--- src/rtl/spi_target_pkg.sv ---
// spi_target_pkg: shared types and constants for the SPI target bridge.
//   spi_target_state_t : frame decoder states (IDLE, CMD, ADDR, DATA)
//   CMD_READ_BIT       : command-byte bit that selects read (1) or write (0)
//   ID_BYTE_DEFAULT    : byte shifted out on MISO during the command byte
package spi_target_pkg;

   typedef enum logic [1:0] {
      ST_IDLE = 2'd0,
      ST_CMD  = 2'd1,
      ST_ADDR = 2'd2,
      ST_DATA = 2'd3
   } spi_target_state_t;

   localparam int unsigned CMD_READ_BIT    = 7;
   localparam logic [7:0]  ID_BYTE_DEFAULT = 8'hA5;

endpackage

--- src/rtl/spi_target_sync.sv ---
// spi_target_sync: brings the asynchronous SPI pins into the clk_i domain.
// Two flops per input, a third flop for edge detection, then registered
// pulse outputs, so a pin change shows up as a pulse 3 clk_i cycles later.
// Ports:
//   clk_i, reset_i : system clock, synchronous active-high reset
//   sclk_i, cs_ni, mosi_i : raw SPI pins
//   sclk_rise_o / sclk_fall_o : one-cycle SCLK edge pulses
//   cs_fall_o / cs_rise_o     : one-cycle chip-select edge pulses
//   cs_low_o                  : synchronized chip-select level (1 = selected)
//   mosi_o                    : MOSI aligned with sclk_rise_o
module spi_target_sync
   import spi_target_pkg::*;
(
   input  logic clk_i,
   input  logic reset_i,
   input  logic sclk_i,
   input  logic cs_ni,
   input  logic mosi_i,
   output logic sclk_rise_o,
   output logic sclk_fall_o,
   output logic cs_fall_o,
   output logic cs_rise_o,
   output logic cs_low_o,
   output logic mosi_o
);

   // [0] metastable, [1] synchronized, [2] previous (edge detect)
   logic [2:0] sclk_pipe_q;
   logic [2:0] cs_pipe_q;
   logic [1:0] mosi_pipe_q;

   logic sclk_rise_q, sclk_fall_q, cs_fall_q, cs_rise_q, cs_low_q, mosi_q;

   // The pin pipelines keep tracking the pins through reset so that a chip
   // select held low across reset is not mistaken for a fresh falling edge.
   always_ff @(posedge clk_i) begin
      sclk_pipe_q <= {sclk_pipe_q[1:0], sclk_i};
      cs_pipe_q   <= {cs_pipe_q[1:0], cs_ni};
      mosi_pipe_q <= {mosi_pipe_q[0], mosi_i};
   end

   always_ff @(posedge clk_i) begin
      if (reset_i) begin
         sclk_rise_q <= 1'b0;
         sclk_fall_q <= 1'b0;
         cs_fall_q   <= 1'b0;
         cs_rise_q   <= 1'b0;
         cs_low_q    <= 1'b0;
         mosi_q      <= 1'b0;
      end else begin
         sclk_rise_q <= sclk_pipe_q[1] & ~sclk_pipe_q[2];
         sclk_fall_q <= ~sclk_pipe_q[1] & sclk_pipe_q[2];
         cs_fall_q   <= ~cs_pipe_q[1] & cs_pipe_q[2];
         cs_rise_q   <= cs_pipe_q[1] & ~cs_pipe_q[2];
         cs_low_q    <= ~cs_pipe_q[1];
         mosi_q      <= mosi_pipe_q[1];
      end
   end

   assign sclk_rise_o = sclk_rise_q;
   assign sclk_fall_o = sclk_fall_q;
   assign cs_fall_o   = cs_fall_q;
   assign cs_rise_o   = cs_rise_q;
   assign cs_low_o    = cs_low_q;
   assign mosi_o      = mosi_q;

endmodule

--- src/rtl/spi_target_bridge.sv ---
// spi_target_bridge: SPI mode-0 target giving an external host read/write
// access to the 6502 system bus. Frame = command byte, address bytes (MSB
// first), then any number of data bytes; the frame ends when CS rises.
// Build option: SPI_TARGET_AUTOINC_EN -- when defined the bus address
// advances after every data byte; otherwise it stays fixed for the frame.
// Ports:
//   clk_i, reset_i              : system clock, synchronous active-high reset
//   spi_sclk_i, spi_cs_ni, spi_mosi_i : SPI host pins (asynchronous)
//   spi_miso_o, spi_miso_oe_o   : MISO data and output enable
//   bus_addr_o, bus_wdata_o     : bus address and write data
//   bus_we_o, bus_re_o          : one-cycle write / read strobes
//   bus_rdata_i                 : read data, valid the cycle after bus_re_o
//   txn_active_o                : frame decoder not idle
module spi_target_bridge
   import spi_target_pkg::*;
#(
   parameter int unsigned address_width = 16,
   parameter int unsigned data_width    = 8,
   parameter logic [7:0]  IdByte        = ID_BYTE_DEFAULT
) (
   input  logic                     clk_i,
   input  logic                     reset_i,
   input  logic                     spi_sclk_i,
   input  logic                     spi_cs_ni,
   input  logic                     spi_mosi_i,
   output logic                     spi_miso_o,
   output logic                     spi_miso_oe_o,
   output logic [address_width-1:0] bus_addr_o,
   output logic [data_width-1:0]    bus_wdata_o,
   output logic                     bus_we_o,
   output logic                     bus_re_o,
   input  logic [data_width-1:0]    bus_rdata_i,
   output logic                     txn_active_o
);

   localparam int unsigned ADDR_BYTES = address_width / 8;
   localparam logic [3:0]  LAST_ABYTE = 4'(ADDR_BYTES - 1);
`ifdef SPI_TARGET_AUTOINC_EN
   localparam logic [address_width-1:0] ADDR_ONE = address_width'(1);
`endif

   logic sclk_rise, sclk_fall, cs_fall, cs_rise, cs_low, mosi_s;

   spi_target_sync u_sync (
      .clk_i       (clk_i),
      .reset_i     (reset_i),
      .sclk_i      (spi_sclk_i),
      .cs_ni       (spi_cs_ni),
      .mosi_i      (spi_mosi_i),
      .sclk_rise_o (sclk_rise),
      .sclk_fall_o (sclk_fall),
      .cs_fall_o   (cs_fall),
      .cs_rise_o   (cs_rise),
      .cs_low_o    (cs_low),
      .mosi_o      (mosi_s)
   );

   spi_target_state_t        state_q, state_d;
   logic [2:0]               bit_cnt_q, bit_cnt_d;
   logic [6:0]               rx_q, rx_d;
   logic [7:0]               tx_q, tx_d;
   logic [address_width-1:0] addr_q, addr_d;
   logic [data_width-1:0]    wdata_q, wdata_d;
   logic                     we_q, we_d;
   logic                     re_q, re_d;
   logic                     cap_q, cap_d;
   logic                     rd_q, rd_d;
   logic [3:0]               abyte_q, abyte_d;

   logic [7:0]                 rx_byte;
   logic [address_width+7:0]   addr_shift;
   logic                       byte_done;

   assign rx_byte    = {rx_q, mosi_s};
   assign addr_shift = {addr_q, rx_byte};
   assign byte_done  = sclk_rise && (bit_cnt_q == 3'd7);

   always_comb begin
      state_d   = state_q;
      bit_cnt_d = bit_cnt_q;
      rx_d      = rx_q;
      tx_d      = tx_q;
      addr_d    = addr_q;
      wdata_d   = wdata_q;
      we_d      = 1'b0;
      re_d      = 1'b0;
      cap_d     = re_q;
      rd_d      = rd_q;
      abyte_d   = abyte_q;

`ifdef SPI_TARGET_AUTOINC_EN
      // The address advances one cycle after each strobe so it is stable
      // while the strobe is high.
      if (we_q || cap_q) begin
         addr_d = addr_q + ADDR_ONE;
      end
`endif

      // Read data arrives the cycle after bus_re_o; load it for the next byte.
      if (cap_q && (state_q != ST_IDLE)) begin
         tx_d = bus_rdata_i;
      end

      case (state_q)
         ST_IDLE: begin
            bit_cnt_d = 3'd0;
            if (cs_fall) begin
               state_d = ST_CMD;
               tx_d    = IdByte;
            end
         end
         default: begin
            if (sclk_rise) begin
               rx_d      = rx_byte[6:0];
               bit_cnt_d = bit_cnt_q + 3'd1;
            end
            // No shift at a byte boundary so a freshly loaded byte keeps bit 7.
            if (sclk_fall && (bit_cnt_q != 3'd0)) begin
               tx_d = {tx_q[6:0], 1'b0};
            end
            if (byte_done) begin
               tx_d = '0;
               case (state_q)
                  ST_CMD: begin
                     rd_d    = rx_byte[CMD_READ_BIT];
                     abyte_d = '0;
                     state_d = ST_ADDR;
                  end
                  ST_ADDR: begin
                     addr_d = addr_shift[address_width-1:0];
                     if (abyte_q == LAST_ABYTE) begin
                        state_d = ST_DATA;
                        re_d    = rd_q;
                     end else begin
                        abyte_d = abyte_q + 4'd1;
                     end
                  end
                  ST_DATA: begin
                     if (rd_q) begin
                        re_d = 1'b1;
                     end else begin
                        we_d    = 1'b1;
                        wdata_d = rx_byte;
                     end
                  end
                  default: ;
               endcase
            end
            if (cs_rise) begin
               state_d   = ST_IDLE;
               bit_cnt_d = 3'd0;
               tx_d      = '0;
               we_d      = 1'b0;
               re_d      = 1'b0;
            end
         end
      endcase
   end

   always_ff @(posedge clk_i) begin
      if (reset_i) begin
         state_q   <= ST_IDLE;
         bit_cnt_q <= '0;
         rx_q      <= '0;
         tx_q      <= '0;
         addr_q    <= '0;
         wdata_q   <= '0;
         we_q      <= 1'b0;
         re_q      <= 1'b0;
         cap_q     <= 1'b0;
         rd_q      <= 1'b0;
         abyte_q   <= '0;
      end else begin
         state_q   <= state_d;
         bit_cnt_q <= bit_cnt_d;
         rx_q      <= rx_d;
         tx_q      <= tx_d;
         addr_q    <= addr_d;
         wdata_q   <= wdata_d;
         we_q      <= we_d;
         re_q      <= re_d;
         cap_q     <= cap_d;
         rd_q      <= rd_d;
         abyte_q   <= abyte_d;
      end
   end

   assign spi_miso_o    = tx_q[7];
   assign spi_miso_oe_o = cs_low;
   assign bus_addr_o    = addr_q;
   assign bus_wdata_o   = wdata_q;
   assign bus_we_o      = we_q;
   assign bus_re_o      = re_q;
   assign txn_active_o  = (state_q != ST_IDLE);

endmodule

--- config.mk ---
export PLATFORM = sky130hd
export DESIGN_NAME = spi_target_bridge
export DESIGN_NICKNAME = d
export VERILOG_FILES = /design/src/rtl/spi_target_pkg.sv /design/src/rtl/spi_target_sync.sv /design/src/rtl/spi_target_bridge.sv
export SDC_FILE = /design/constraint.sdc
export NUM_CORES = 1
export LEC_CHECK = 0
export BUFFER_PORTS_ARGS = -buffer_cell sky130_fd_sc_hd__buf_2
export CORE_ASPECT_RATIO = 0.75
export CORE_MARGIN = 1.5
export CORE_UTILIZATION = 49
export CTS_CLUSTER_DIAMETER = 80
export DETAILED_ROUTE_END_ITERATION = 7
export GPL_TIMING_DRIVEN = 0
export PLACE_DENSITY = 0.74
export SETUP_SLACK_MARGIN = 0.3
export SKIP_CTS_REPAIR_TIMING = 1
export SYNTH_ARGS = -nofsm -noshare
export SYNTH_HDL_FRONTEND = slang
export SYNTH_SLANG_ARGS = --single-unit
--- constraint.sdc ---
create_clock -name clk_i -period 1.7 [get_ports clk_i]
set_clock_uncertainty 0.05 [all_clocks]
set_input_delay 0.085 -clock clk_i [delete_from_list [all_inputs] [get_ports clk_i]]
set_output_delay 0.085 -clock clk_i [all_outputs]
set_load 0.01 [all_outputs]
==> flow_summary_export.csv <==
group,metric,value,unit
outcome,status,"complete, but fails checks",
outcome,failed_checks,"negative hold slack",
final_layout,utilization,0.709,
global_routing,grt_pass1_vias,1858,
final_layout,layout_common_cells,"dfxtp_1, buf_2, nand2_1",
sta,setup_viol,0,
routing,vias,2178,
synthesis,syn_avg_cell_area,9.34,um^2
die,start_util,0.514,
final_layout,area_growth,37.9,%
min_path,hold_path_end,"tx_q[0]$_SDFF_PP0_",
sta,fmax,596,MHz
global_routing,grt_max_degree,11,
min_path,hold_depth,3,
sta,slew_headroom,0.557,
pwr,irDropWorstVdd,0.509,mV
final_layout,layout_commonest_cell,"dfxtp_1",
final_layout,drive_gt1_frac,0.399,
setup_path,crit_fanout,5,
place,dpl.hpwl,3710,um
pwr,swShare,0.233,
sta,period_share,0.987,
sta,final.min_clock_period,1680,ps
global_routing,grt_usage,0.213,
global_routing,grt_overflow,0,
setup_path,cpMostUsedCell,"ha_4",
pwr,intPower,2.14,mW
clock_network,tritoncts,"built",
pwr,p_per_area,799,nW/um^2
pwr,design_power_total,2.79,mW
setup_path,startpoint,"bit_cnt_q[1]$_SDFFE_PP0P_",
synthesis,synth_fp_nets,289,
die,core,4930,um^2
place,place_ws,-16.1,ps
synthesis,synth.top_cell.area_share,0.522,
setup_path,critical_path_class,"flop to flop",
routing,dr.pass1.iters,4,
pwr,switchingPower,0.651,mW
synthesis,ys_warn_count,0,
setup_path,arrival,1830,ps
run,maxCapViolCount,0,
setup_path,critPathSlowestCell,"dfxtp_4",
sta,fin_ws,22.6,ps
die,die_area,5610,um^2
synthesis,synth_top_family_by_area,"simple AND/OR/NAND/NOR gates",
setup_path,required,1860,ps
place,place_congestion,0.792,
routing,drt-initial-drc-count,159,
die,die_x,86.0,um
synthesis,synth_xor_area_frac,0.0104,
synthesis,yosysSeqAreaShare,0.522,
synthesis,synthAdderAreaFrac,0.0247,
pwr,p_leak,1.32,nW
die,die_y,65.3,um
pwr,seq_power_share,0.565,
synthesis,synth_compound_area_frac,0.121,
routing,wire_per_inst,14.8,um
setup_path,worstReg2RegEnd,"bus_addr_o[15]$_SDFFE_PP0P_",
synthesis,yosys.area_share.simple,0.219,
sta,rsz0062_at_grt,"true",
clock_network,clk_latency,340,ps
synthesis,netlist_instances,271,
sta,hold_ws,-29.1,ps
routing,via_per_inst,5.36,
routing,drt-total-wl,6000,um
final_layout,nets,360,
clock_network,cts_htree_levels,3,
sta,max_slew.worst_pin.slew,664,ps
synthesis,syn_area,2530,um^2
setup_path,worstSetupEndpointType,"flop",
routing,antenna_left,0,
synthesis,synth-main-ff-cell,"dfxtp_1",
synthesis,ys_types,41,
setup_path,timing.rr.start,"bit_cnt_q[1]$_SDFFE_PP0P_",
setup_path,r2r_slack,20,ps
clock_network,cts_buffer_depth,2,
synthesis,synthTopCellsByArea,"dfxtp_1, nand2_1, a21oi_1",
pwr,p_comb_frac,0.047,
setup_path,slowest_delay,370,ps
synthesis,async_reset_ff_frac,0,
sta,final-hold-violation-count,1,
clock_network,cts_root_buffer,"clkbuf_8",
setup_path,path_cells,"ha_4 > ha_4 > buf_8 > nand3_4 > or2_4 > buf_6 > clkbuf_16 > nand2_2 > a21oi_1",
pwr,clkPwrFrac,0.388,
min_path,hp-start,"bus_rdata_i[0]",
final_layout,diodes,0,
clock_network,clkSlewWorstSetupHoldPaths,60,ps
die,ios,42,
synthesis,muxShareOfSynthArea,0.0568,
synthesis,synth_edf_count,0,
clock_network,numCtsBuffers,9,
sta,report.final.slew_viol_count,0,
die,std_cell_rows,22,
min_path,hold_path.class,"input port to flop",
clock_network,cts_sinks,66,
setup_path,startpoint_type,"flop",
synthesis,synth_seq_cells,66,
synthesis,yosys.area.top_type,"dfxtp_1",
setup_path,ff2ff_path_depth,9,
global_routing,grt_pass1_wl,8990,um
global_routing,antenna_found_initial,0,
place,portBuffers,41,
routing,drc,0,
[power groups by stage]
| stage | clock network [mW] | registers (mW) | logic, mW |
|---|---|---|---|
| 5_1_grt | 1.17 | 1.58 | 0.142 |
| 6_report | 1.08 | 1.58 | 0.131 |
| 4_1_cts | 1.10 | 1.58 | 0.0949 |
| 2_1_floorplan | 0 | 1.61 | 0.0570 |
| 3_5_place_dp | 0 | 1.62 | 0.0953 |
| 3_3_place_gp | 0 | 1.62 | 0.0932 |
[state kept, by name (all words and copies together) (netlist names), 2 cells and up]
register	flops
abyte_q	4
bus_addr_o	16
bit_cnt_q	3
u_sync.cs_pipe_q	3
bus_wdata_o	8
u_sync.sclk_pipe_q	3
u_sync.mosi_pipe_q	2
state_q	2
rx_q	7
tx_q	8
[Yosys cell counts (all sizes together), types with 2 or more instances]
| cell | count |
|---|---|
| clkbuf | 6 |
| o22ai | 2 |
| mux2i | 11 |
| ha | 5 |
| nand2 | 51 |
| buf | 10 |
| nand3 | 15 |
| a22o | 4 |
| dfxtp | 66 |
| nor4b | 2 |
| o21ai | 5 |
| nand2b | 2 |
| nor3b | 4 |
| a21oi | 32 |
| nor2b | 4 |
| a31oi | 3 |
| nand4b | 2 |
| xnor2 | 3 |
| nor2 | 22 |
| mux2 | 3 |
| inv | 5 |
[worst max-delay path by stage]
stage and endpoint:
6_report bus_addr_o[15]$_SDFFE_PP0P_, 5_1_grt bus_wdata_o[3]$_SDFFE_PP0P_, 4_1_cts bus_addr_o[0]$_SDFFE_PP0P_, 3_5_place_dp bus_addr_o[0]$_SDFFE_PP0P_, 3_3_place_gp bus_addr_o[14]$_SDFFE_PP0P_, 2_1_floorplan bus_addr_o[0]$_SDFFE_PP0P_
[cells by family (layout without fill, tap and decap cells)]
kind of cell,Yosys count,after routing
simple gates,111,111
fa+ha+maj,5,5
xor+xnor,3,3
buf+inv,21,96
mux,14,14
flops,66,66
compound gates,51,51
[metal layers]
layer	track usage	vias to the layer above	share of wire
met1	0.293	1034	0.48
met3	0.0791	14	0.057
met5	0	-	0
li1	-	1070	-
met4	0.0867	0	0.017
met2	0.301	60	0.45
[critical path: cells and delay by family, from the launching register on]
kind            cells  cell delay [ps]
compound gates      1               60
fa+ha+maj           2              260
buf+inv             3              400
flops               1              370
simple gates        3              390
[through the flow]
step / hold slack [ps] / instance area (um^2) / instances / TNS, ps
CTS: -226 / 3030 / 387 / -310
detailed placement: 139 / 2880 / 372 / -75.6
finish: -29.1 / 3490 / 406 / 0
global placement: 137 / 2880 / 372 / 0
floorplan: 62.7 / 2600 / 271 / 0
global route: 1.62 / 3490 / 406 / -260
[final cells by class]
cell class	instances	area, um^2
buffer	16	140
clock buffer	12	135
clock inverter	3	17.5
fill	364	1440
inverter	5	21.3
multi-input combinational	184	1370
sequential	66	1340
tap	60	75.1
timing repair buffer	60	395
Note: power is estimated with default switching activity, not from simulation.
